File: config.mk
export PLATFORM = sky130hd
export DESIGN_NAME = sync_fifo_param
export DESIGN_NICKNAME = d
export VERILOG_FILES = /design/src/rtl/sync_fifo_param.sv
export SDC_FILE = /design/constraint.sdc
export NUM_CORES = 1
export LEC_CHECK = 0
export CAP_MARGIN = 40
export CORE_MARGIN = 3
export CORE_UTILIZATION = 35
export DETAILED_ROUTE_END_ITERATION = 8
export GPL_TIMING_DRIVEN = 0
export PLACE_DENSITY = 0.54
export SLEW_MARGIN = 20
export SYNTH_ARGS = -nofsm -noshare
export SYNTH_HDL_FRONTEND = slang
export SYNTH_SLANG_ARGS = --single-unit
File: constraint.sdc
create_clock -name clk -period 3.8 [get_ports clk]
set_input_delay 0.38 -clock clk [delete_from_list [all_inputs] [get_ports clk]]
set_output_delay 0.38 -clock clk [all_outputs]
set_load 0.02 [all_outputs]
File: src/rtl/sync_fifo_param.sv
// rtl/sync_fifo_param.sv - single-clock parametrised FIFO with thresholds, sticky errors, optional FWFT (FIFO_FWFT_EN)
module sync_fifo_param #(
    parameter int DATA_WIDTH = 8,
    parameter int DEPTH      = 16,
    parameter int AF_LEVEL   = DEPTH - 2,
    parameter int AE_LEVEL   = 2
) (
    input  logic                       clk,
    input  logic                       rst,
    input  logic                       push,
    input  logic [DATA_WIDTH-1:0]      push_data,
    input  logic                       pop,
    output logic [DATA_WIDTH-1:0]      pop_data,
    output logic                       pop_valid,
    output logic                       full,
    output logic                       empty,
    output logic                       almost_full,
    output logic                       almost_empty,
    output logic [$clog2(DEPTH):0]     count,
    output logic                       overflow,
    output logic                       underflow,
    input  logic                       clr_err
);

    localparam int ADDR_W = $clog2(DEPTH);
    localparam int PTR_W  = ADDR_W + 1;
    localparam int CW     = ADDR_W + 1;

    logic [DATA_WIDTH-1:0] mem [DEPTH];
    logic [PTR_W-1:0]      wr_ptr;
    logic [PTR_W-1:0]      rd_ptr;
    logic [ADDR_W-1:0]     wr_addr;
    logic [ADDR_W-1:0]     rd_addr;
    logic                  push_ok;
    logic                  pop_ok;
    logic [CW-1:0]         count_next;

    assign wr_addr = wr_ptr[ADDR_W-1:0];
    assign rd_addr = rd_ptr[ADDR_W-1:0];

    // A pop on a full FIFO frees a slot, so a simultaneous push is accepted.
    assign push_ok = push & (~full | pop);
    assign pop_ok  = pop & ~empty;

    // Next occupancy, used so that flags register in step with count.
    always_comb begin
        count_next = count;
        if (push_ok && !pop_ok) begin
            count_next = count + CW'(1);
        end else if (!push_ok && pop_ok) begin
            count_next = count - CW'(1);
        end
    end

    // Pointers, occupancy, status flags and sticky error flags.
    always_ff @(posedge clk) begin
        if (!rst) begin
            wr_ptr       <= '0;
            rd_ptr       <= '0;
            count        <= '0;
            full         <= 1'b0;
            empty        <= 1'b1;
            almost_full  <= 1'b0;
            almost_empty <= 1'b1;
            overflow     <= 1'b0;
            underflow    <= 1'b0;
        end else begin
            if (push_ok) begin
                wr_ptr <= wr_ptr + PTR_W'(1);
            end
            if (pop_ok) begin
                rd_ptr <= rd_ptr + PTR_W'(1);
            end
            count        <= count_next;
            full         <= (count_next == CW'(DEPTH));
            empty        <= (count_next == '0);
            almost_full  <= (count_next >= CW'(AF_LEVEL));
            almost_empty <= (count_next <= CW'(AE_LEVEL));
            // A new error event takes priority over a clear in the same cycle.
            overflow     <= (push & ~push_ok) | (overflow & ~clr_err);
            underflow    <= (pop & empty) | (underflow & ~clr_err);
        end
    end

    // Storage write; contents survive reset, but no write happens during it.
    always_ff @(posedge clk) begin
        if (rst && push_ok) begin
            mem[wr_addr] <= push_data;
        end
    end

`ifdef FIFO_FWFT_EN
    // Head word is presented directly; pop only acknowledges it.
    assign pop_data  = empty ? '0 : mem[rd_addr];
    assign pop_valid = ~empty;
`else
    // Registered read: the popped word appears one edge after the pop.
    always_ff @(posedge clk) begin
        if (!rst) begin
            pop_data  <= '0;
            pop_valid <= 1'b0;
        end else begin
            pop_valid <= pop_ok;
            if (pop_ok) begin
                pop_data <= mem[rd_addr];
            end
        end
    end
`endif

endmodule

==> results.md, run 1 <==
| Item | Value | Unit |
|:---|:---|:---|
| Standard cell core area | 0.0174 | mm^2 |
| Worst voltage drop across the vdd grid | 0.313 | mV |
| Outcome | finished clean | - |
| Post-detailed-route wirelength per cell | 19.9 | um |
| Clock Root Buffer | sky130_fd_sc_hd__clkbuf_16 | - |
| Top cells by area, synth | sky130_fd_sc_hd__edfxtp_1 62%, sky130_fd_sc_hd__mux4_2 11%, sky130_fd_sc_hd__dfxtp_1 9.0%, sky130_fd_sc_hd__ha_1 1.4%, sky130_fd_sc_hd__mux4_1 1.3% | - |
| Total power divided by cell area | 560 | mW/mm^2 |
| Rows | 48 | - |
| Pin count of the biggest net entering global routing | 17 | - |
| Area growth from synthesis to layout | 20.2 | % |
| H-tree depth | 4 | - |
| Total clock sinks | 156 | - |
| HPWL after DPL | 9.07 | mm |
| Part of the cycle the worst path needs | 66.2 | % |
| Number of warnings printed during yosys synthesis | 0 | - |
| Post-synth top cells | 128 x sky130_fd_sc_hd__edfxtp_1, 29 x sky130_fd_sc_hd__mux4_2, 28 x sky130_fd_sc_hd__dfxtp_1 | - |
| Post-detailed-route count of antenna-violating nets | 0 | - |
| Count of endpoints failing hold in the final timing report | 0 | - |
| Worst max-slew margin expressed relative to the limit | 53.4 | % |
| Die outline height | 139 | um |
| Library cells used by synthesis | 41 | - |
| Data arrival time of the critical path | 2.63 | ns |
| Routed via count divided by cell count | 5.06 | - |
| Critical path data required time | 3.92 | ns |
| Number of buffers added by the clock tree synthesis step | 17 | - |
| RSZ-0062 raised after global routing | no | - |
| Cells resized by post-CTS repair | 0 | - |
| Library cell with the highest instance count after synthesis | sky130_fd_sc_hd__edfxtp_1 | - |
| Post-detailed-routing wire length | 13.2 | mm |
| Type of origin of the critical path | input pin | - |
| Clock Skews | 0.00705 | ns |
| Sequential cell area fraction in the yosys report | 70.8 | % |
| Path type of the worst setup path | in2reg | - |
| Chip width | 139 | um |
| Antenna violations before repair | 0 | - |
| Fraction of post-synthesis cell area in the top cell type by area | 61.8 | % |
| Buffers inserted during post-CTS setup optimization | 0 | - |
| Setup violation total in the final timing report | 0 | - |
| Starting Density | 35.8 | % |
| Number of max-slew violations in the final report | 0 | - |
| TNS Setup | 0 | ns |
| DRC violations left | 0 | - |
| Net count after synthesis | 385 | - |
| Post-Syn Area | 0.00622 | mm^2 |
| Nets@finish | 444 | - |
| Clock buffer depth | 2 | - |
| Diodes inserted | 0 | - |
| Grt total ovfl | 0 | - |
| Leak Pwr | 2.45 | nW |
| Share of layout cells above drive strength 1 | 19.2 | % |
| CTS tree | built | - |
| Non-filler cells, final | 662 | - |
| Largest fanout on the critical path | 7 | - |
| First drt pass iteration count | 4 | - |
| FMAX | 0.398 | GHz |
| Total of buffers placed on input and output ports | 31 | - |
| Vias | 3347 | - |
| Hold-fix buffer count after cts | 0 | - |
| Ys flop type | sky130_fd_sc_hd__edfxtp_1 | - |
| Number of flops mapped to enable cells by yosys | 128 | - |
| Starting DRC count in detailed routing | 259 | - |
| Synthesized area per cell | 17.0 | um^2 |
| Worst hold path class | in2reg | - |
| Post-route minimum period | 2.51 | ns |
| Placed cells | 627 | - |
| Via count of the first global-routing pass | 3450 | - |
| Synthesized netlist cell count | 365 | - |
| Worst Max-Slew Pin Slew | 0.693 | ns |
| Global-route wire length before repair | 20.9 | mm |
| Area enclosed by the die boundary | 0.0194 | mm^2 |
| Library cell occupying the most area in the post-synthesis netlist | sky130_fd_sc_hd__edfxtp_1 | - |
| FFs w/ async S/R, synth | 0 | % |
| Endpoint kind of the worst setup timing path | register | - |
| Maximum capacitance violations | 0 | - |
| Clock-pin slew on the worst setup and hold paths | 0.06 | ns |
| Clock latency at the later pin of the worst-skew pair | 0.42 | ns |
| Final Wtd Congestion | 0.794 | - |
| Number of top-level design ports | 33 | - |
| Post-synthesis register bit count | 156 | - |
| Total routing resource utilization after global routing | 14.5 | % |
-- where the power goes --
part           internal (W)  switching (W)  total (W)
combinational      0.000276       0.000304   0.000581
clock               0.00102       0.000636    0.00166
sequential          0.00190      0.0000467    0.00195
-- metal layers --
metal	up-vias	routed length [um]	GRT usage, %
li1	1552	-	-
met1	1717	5950	19.3
met2	67	6560	23.3
met3	11	511	3.51
met4	0	177	5.56
met5	-	0	0
-- path summary, 6_finish.rpt --
| path | endpoint | cells after the start | startpoint | slack, ns |
|---|---|---|---|---|
| max | mem[3][3] | 6 | push | 1.29 |
| min | count[1] | 3 | rst | 0.45 |
| max reg2reg | mem[3][3] | 4 | full | 1.67 |
| min reg2reg | pop_data[0] | 1 | pop_data[0] | 0.48 |
-- cell type report --
type | instances | area [um^2]
Sequential cell | 156 | 4400
Clock buffer | 19 | 433
Inverter | 15 | 56.3
Clock inverter | 13 | 151
Timing Repair Buffer | 40 | 368
Fill cell | 1549 | 9880
Tap cell | 225 | 282
Buffer | 17 | 103
Multi-Input combinational cell | 177 | 1680
-- logic make-up (layout without fill, tap and decap cells) --
logic type               after synthesis  after routing  synth area share [%]
flip-flops                           156            156                  70.8
AND/OR/NAND/NOR                       86             86                  7.16
AO/OA/AOI/OAI                         42             42                  4.87
multiplexers                          32             32                  11.8
buffers and inverters                 32            104                  2.56
XOR/XNOR                              10             10                  1.41
adder cells (fa/ha/maj)                7              7                  1.41
-- flip-flops by register name, indices dropped and copies added, names as in the netlist --
name / cells
almost_full: 1
empty: 1
pop_data: 8
almost_empty: 1
mem: 128
underflow: 1
pop_valid: 1
overflow: 1
rd_ptr: 4
full: 1
count: 5
wr_ptr: 4
-- metrics by stage --
| stage | power [W] | hold slack [ns] | instance area, um^2 | utilization (%) | setup slack [ns] |
|---|---|---|---|---|---|
| final | 0.00419 | 0.449 | 7480 | 43.1 | 1.29 |
| after floorplan | 0.00236 | 0.479 | 6220 | - | 1.72 |
| after CTS | 0.00424 | 0.435 | 7450 | 42.9 | 1.17 |
| after global placement | 0.00256 | 0.460 | 6810 | 39.2 | 0.0899 |
| after global routing | 0.00435 | 0.482 | 7480 | 43.1 | 1.11 |
| after detailed placement | 0.00257 | 0.470 | 6870 | 39.6 | 0.725 |
-- placed cells by master (no fill, tap or decap), types with 8 or more instances in the layout --
cell,count
sky130_fd_sc_hd__clkbuf_16,17
sky130_fd_sc_hd__a22oi_1,8
sky130_fd_sc_hd__nor2b_1,9
sky130_fd_sc_hd__and2_1,11
sky130_fd_sc_hd__mux4_2,29
sky130_fd_sc_hd__a31oi_1,8
sky130_fd_sc_hd__nand3_1,13
sky130_fd_sc_hd__dfxtp_1,28
sky130_fd_sc_hd__clkbuf_1,10
sky130_fd_sc_hd__nand2_1,20
sky130_fd_sc_hd__nor2_1,14
sky130_fd_sc_hd__clkdlybuf4s50_1,31
sky130_fd_sc_hd__inv_1,15
sky130_fd_sc_hd__edfxtp_1,128
-- worst max-delay path, stage by stage --
cell and delay (ns):
sky130_fd_sc_hd__clkdlybuf4s50_1 0.59, sky130_fd_sc_hd__inv_1 0.18, sky130_fd_sc_hd__a21oi_2 0.34, sky130_fd_sc_hd__nand2_1 0.24
sky130_fd_sc_hd__nor4_2 0.58, sky130_fd_sc_hd__buf_2 0.31
Note: power is estimated with default switching activity, not from simulation.
==> run 2: changes to the inputs <==
Clock period 3.8 ns to 2.4 ns, I/O delays scaled along.
==> results.md, run 2 (same netlist as run 1, synthesis figures left out) <==
| Item | Value | Unit |
|:---|:---|:---|
| Outcome | finished clean | - |
| Number of top-level design ports | 33 | - |
| Routed via count divided by cell count | 5.12 | - |
| Post-route minimum period | 2.28 | ns |
| TNS Setup | 0 | ns |
| First drt pass iteration count | 4 | - |
| Path type of the worst setup path | in2reg | - |
| Count of endpoints failing hold in the final timing report | 0 | - |
| Rows | 48 | - |
| Setup violation total in the final timing report | 0 | - |
| Total routing resource utilization after global routing | 14.5 | % |
| Delay-heaviest family, CP | buffers and inverters | - |
| Area growth from synthesis to layout | 20.3 | % |
| Pin count of the biggest net entering global routing | 17 | - |
| Chip width | 139 | um |
| Type of origin of the critical path | input pin | - |
| Starting Density | 35.8 | % |
| Placed standard-cell area | 0.00687 | mm^2 |
| Commonest non-fill, non-tap cells in the layout | 128 x sky130_fd_sc_hd__edfxtp_1, 31 x sky130_fd_sc_hd__clkdlybuf4s50_1, 29 x sky130_fd_sc_hd__mux4_2, 28 x sky130_fd_sc_hd__dfxtp_1, 20 x sky130_fd_sc_hd__nand2_1 | - |
| Clock-pin slew on the worst setup and hold paths | 0.06 | ns |
| Total of buffers placed on input and output ports | 31 | - |
| Most frequent standard cell in the layout excluding fill and tap cells | sky130_fd_sc_hd__edfxtp_1 | - |
| Worst voltage drop across the vdd grid | 0.495 | mV |
| Max FFs per register | 128 | - |
| Global-route wire length before repair | 20.9 | mm |
| Grt total ovfl | 0 | - |
| RSZ-0062 raised after global routing | yes | - |
| Leak Pwr | 2.44 | nW |
| Total clock sinks | 156 | - |
| Starting DRC count in detailed routing | 220 | - |
| Area enclosed by the die boundary | 0.0194 | mm^2 |
| Data arrival time of the critical path | 2.40 | ns |
| Non-filler cells, final | 660 | - |
| Post-detailed-route count of antenna-violating nets | 0 | - |
| Slowest stage cell, crit path | sky130_fd_sc_hd__clkdlybuf4s50_1 | - |
| Clock Root Buffer | sky130_fd_sc_hd__clkbuf_16 | - |
| Total chip power | 0.00664 | W |
| DRC violations left | 0 | - |
| Part of the cycle the worst path needs | 95.0 | % |
| FILL cells | 1548 | - |
| Post-detailed-routing wire length | 13.2 | mm |
| Buffers inserted during post-CTS setup optimization | 0 | - |
| Worst max-slew margin expressed relative to the limit | 53.2 | % |
| Placed cells | 627 | - |
| Share of layout cells above drive strength 1 | 19.8 | % |
| Number of buffers added by the clock tree synthesis step | 17 | - |
| HPWL after DPL | 9.07 | mm |
| FMAX | 0.439 | GHz |
| Largest registers ranked by flip-flop count | mem (128), pop_data (8), count (5) | - |
| Vias | 3382 | - |
| Final cell utilization of the core | 43.1 | % |
| Diodes inserted | 0 | - |
| Maximum capacitance violations | 0 | - |
| Number of max-slew violations in the final report | 0 | - |
| Via count of the first global-routing pass | 3450 | - |
| CTS tree | built | - |
| Worst path cell trace | clkdlybuf4s50_1, inv_1, a21oi_4, nand2_1, nor4_2, buf_2 | - |
| Clock latency at the later pin of the worst-skew pair | 0.42 | ns |
| Total non-filler cell area in the finished layout | 0.00748 | mm^2 |
| Final Wtd Congestion | 0.794 | - |
| Sum of buffers and inverters on the critical path | 3 | - |
| Largest fanout on the critical path | 7 | - |
| Area taken by flip-flops and latches | 0.00440 | mm^2 |
| Worst Max-Slew Pin Slew | 0.696 | ns |
| Die outline height | 139 | um |
| Area taken by multi-input logic gates | 0.00170 | mm^2 |
| Clock Skews | 0.0108 | ns |
| Nets@finish | 442 | - |
| Worst hold path class | in2reg | - |
| Total power divided by cell area | 888 | mW/mm^2 |
| Antenna violations before repair | 0 | - |
| Delay of the slowest cell on the worst path | 0.59 | ns |
| Endpoint kind of the worst setup timing path | register | - |
| Standard cell core area | 0.0174 | mm^2 |
| Clock buffer depth | 2 | - |
| Critical path data required time | 2.52 | ns |
| Biggest register | mem | - |
| H-tree depth | 4 | - |
| Hold-fix buffer count after cts | 0 | - |
| Post-detailed-route wirelength per cell | 20.1 | um |
-- run 2: cell types whose count changed in the layout (fill, tap and decap cells not counted) --
cell,delta
sky130_fd_sc_hd__buf_4,-2
sky130_fd_sc_hd__a21oi_4,+1
sky130_fd_sc_hd__a21oi_2,-1
sky130_fd_sc_hd__nor2_2,+4
sky130_fd_sc_hd__nor2_1,-4
-- run 2: path summary, 6_finish.rpt --
path / start / endpoint / slack [ns] / cells past startpoint
max: push / mem[3][3] / 0.12 / 6
min: rst / count[1] / 0.31 / 3
max reg2reg: full / mem[3][3] / 0.34 / 4
min reg2reg: pop_data[0] / pop_data[0] / 0.48 / 1
-- run 2: cell type report --
class | count | share of cell area [%]
flip-flops and latches | 156 | 58.9
multi-input cells | 177 | 22.7
clock buffers | 19 | 5.79
repair buffers | 38 | 4.72
well taps | 225 | 3.76
clock inverters | 13 | 2.02
plain buffers | 17 | 1.37
inverters | 15 | 0.753
-- run 2: repair_timing --
item | CTS | global route
gates resized for setup | 2 | 3
endpoints found under the hold margin | 0 | 0
setup endpoints to repair | 16 | 67
pin swaps | 0 | 0
-- run 2: tightest hold or removal path: cells and delay by family --
kind / cells / cell delay [ns]
AND/OR/NAND/NOR: 1 / 0.16
buffers and inverters: 2 / 0.28
-- run 2: routing by layer --
| metal | vias to the layer above | track usage (%) | wire length (um) |
|---|---|---|---|
| li1 | 1548 | - | - |
| met1 | 1734 | 19.3 | 5880 |
| met2 | 85 | 23.3 | 6610 |
| met3 | 15 | 3.51 | 546 |
| met4 | 0 | 5.56 | 208 |
| met5 | - | 0 | 0 |
-- run 2: stage by stage --
step | setup slack (ns) | hold WS (ns)
floorplan | 0.352 | 0.339
global placement | -1.17 | 0.460
detailed placement | -0.535 | 0.470
CTS | 0.0220 | 0.295
global route | -0.00695 | 0.342
finish | 0.120 | 0.312
-- run 2: report_power, final --
part	leakage (nW)	switching [W]	total [W]	internal (W)
clock	0.275	0.00101	0.00263	0.00162
sequential	1.38	0.0000741	0.00309	0.00301
combinational	0.788	0.000483	0.000921	0.000438
total	2.44	0.00157	0.00664	0.00507
==> run 3: changes to the inputs <==
Settings changed: CAP_MARGIN 40 to 20, TNS_END_PERCENT set to 30.
==> results.md, run 3 (same netlist as run 1, synthesis figures left out) <==
| Item | Value | Unit |
|:---|:---|:---|
| First drt pass iteration count | 4 | - |
| Worst voltage drop across the vdd grid | 0.746 | mV |
| Endpoint kind of the worst setup timing path | register | - |
| Clock latency at the later pin of the worst-skew pair | 0.42 | ns |
| Chip width | 139 | um |
| FMAX | 0.417 | GHz |
| RSZ-0062 raised after global routing | yes | - |
| Worst Setup Slack, final | 0.00451 | ns |
| Setup violation total in the final timing report | 0 | - |
| DRC violations left | 0 | - |
| Antenna violations before repair | 0 | - |
| Total power divided by cell area | 903 | mW/mm^2 |
| Final Wtd Congestion | 0.794 | - |
| Via count of the first global-routing pass | 3435 | - |
| Type of origin of the critical path | input pin | - |
| HPWL after DPL | 9.00 | mm |
| Outcome | finished clean | - |
| Leak Pwr | 2.44 | nW |
| Part of the cycle the worst path needs | 99.8 | % |
| Total clock sinks | 156 | - |
| Total routing resource utilization after global routing | 14.4 | % |
| Clock Root Buffer | sky130_fd_sc_hd__clkbuf_16 | - |
| Number of buffers added by the clock tree synthesis step | 17 | - |
| Largest fanout on the critical path | 7 | - |
| Worst hold path class | in2reg | - |
| Path type of the worst setup path | in2reg | - |
| Non-filler cells, final | 657 | - |
| Vias | 3360 | - |
| Area enclosed by the die boundary | 0.0194 | mm^2 |
| Maximum capacitance violations | 0 | - |
| Nets@finish | 439 | - |
| Post-detailed-route count of antenna-violating nets | 0 | - |
| Clock buffer depth | 2 | - |
| Rows | 48 | - |
| Area growth from synthesis to layout | 20.3 | % |
| Worst Max-Slew Pin Slew | 0.891 | ns |
| Clock-pin slew on the worst setup and hold paths | 0.06 | ns |
| Total of buffers placed on input and output ports | 31 | - |
| Grt total ovfl | 0 | - |
| Number of top-level design ports | 33 | - |
| Share of layout cells above drive strength 1 | 19.9 | % |
| Starting Density | 35.8 | % |
| Biggest register | mem | - |
| Number of max-slew violations in the final report | 0 | - |
| Placed cells | 625 | - |
| H-tree depth | 4 | - |
| Post-detailed-route wirelength per cell | 20.0 | um |
| Max FFs per register | 128 | - |
| Global-route wire length before repair | 20.7 | mm |
| Post-route minimum period | 2.40 | ns |
| Post-detailed-routing wire length | 13.2 | mm |
| Pin count of the biggest net entering global routing | 17 | - |
| CTS tree | built | - |
| Largest registers ranked by flip-flop count | mem (128), pop_data (8), count (5) | - |
| Critical path data required time | 2.52 | ns |
| Most frequent standard cell in the layout excluding fill and tap cells | sky130_fd_sc_hd__edfxtp_1 | - |
| Clock Skews | 0.00710 | ns |
| Diodes inserted | 0 | - |
| Pre-CTS setup slack | -0.650 | ns |
| Buffers inserted during post-CTS setup optimization | 0 | - |
| Commonest non-fill, non-tap cells in the layout | 128 x sky130_fd_sc_hd__edfxtp_1, 31 x sky130_fd_sc_hd__clkdlybuf4s50_1, 29 x sky130_fd_sc_hd__mux4_2, 28 x sky130_fd_sc_hd__dfxtp_1, 20 x sky130_fd_sc_hd__nand2_1 | - |
| Routed via count divided by cell count | 5.11 | - |
| Count of endpoints failing hold in the final timing report | 0 | - |
| Data arrival time of the critical path | 2.52 | ns |
| Worst max-slew margin expressed relative to the limit | 40.4 | % |
| Standard cell core area | 0.0174 | mm^2 |
| Starting DRC count in detailed routing | 226 | - |
| Die outline height | 139 | um |
-- run 3: power breakdown --
group | total (W) | leakage (nW) | switching, W | internal, W
combinational | 0.000920 | 0.770 | 0.000482 | 0.000438
clock | 0.00274 | 0.292 | 0.00102 | 0.00172
sequential | 0.00309 | 1.38 | 0.0000731 | 0.00301
total | 0.00675 | 2.44 | 0.00158 | 0.00517
-- run 3: metrics by stage --
stage	total power, W	utilization, %	setup TNS [ns]	instance area [um^2]	hold WS [ns]
2_1_floorplan	0.00373	-	0	6220	0.339
3_3_place_gp	0.00406	39.2	-61.25	6810	0.460
3_5_place_dp	0.00407	39.5	-43.20	6860	0.475
4_1_cts	0.00682	43.0	-3.26	7470	0.300
5_1_grt	0.00700	43.1	-4.48	7480	0.358
6_report	0.00675	43.1	0	7480	0.311
-- run 3: cell type report --
cell class	instances	area, um^2
timing repair buffer	35	330
multi-input combinational	177	1690
inverter	15	56.3
sequential	156	4400
clock buffer	22	475
fill	1552	9880
clock inverter	10	136
buffer	17	103
tap	225	282
-- run 3: final timing paths --
path / startpoint / endpoint / slack [ns] / depth (start not counted)
max reg2reg: full / mem[3][3] / 0.24 / 4
min: rst / count[1] / 0.31 / 3
max: push / mem[3][3] / 0.005 / 6
min reg2reg: underflow / underflow / 0.48 / 2
-- run 3: per-layer routing --
| metal | part of all wire, % | vias up | track usage [%] | wire length, um |
|---|---|---|---|---|
| met4 | 0.84 | 0 | 3.96 | 111 |
| met1 | 45 | 1751 | 19.2 | 5900 |
| met2 | 50 | 59 | 23.1 | 6630 |
| met3 | 3.9 | 10 | 4.33 | 517 |
| li1 | - | 1540 | - | - |
| met5 | 0 | - | 0 | 0 |
-- run 3: timing repair --
action                                  in CTS  in global routing
gates resized for setup                      1                  4
hold buffers                                 0                  0
endpoints found under the setup margin      32                 61
-- run 3: critical path: stages --
cell and delay, ns:
sky130_fd_sc_hd__clkdlybuf4s50_1 0.59, sky130_fd_sc_hd__inv_1 0.18, sky130_fd_sc_hd__a21oi_2 0.35, sky130_fd_sc_hd__nand2_1 0.25, sky130_fd_sc_hd__nor4_2 0.59, sky130_fd_sc_hd__buf_2 0.31
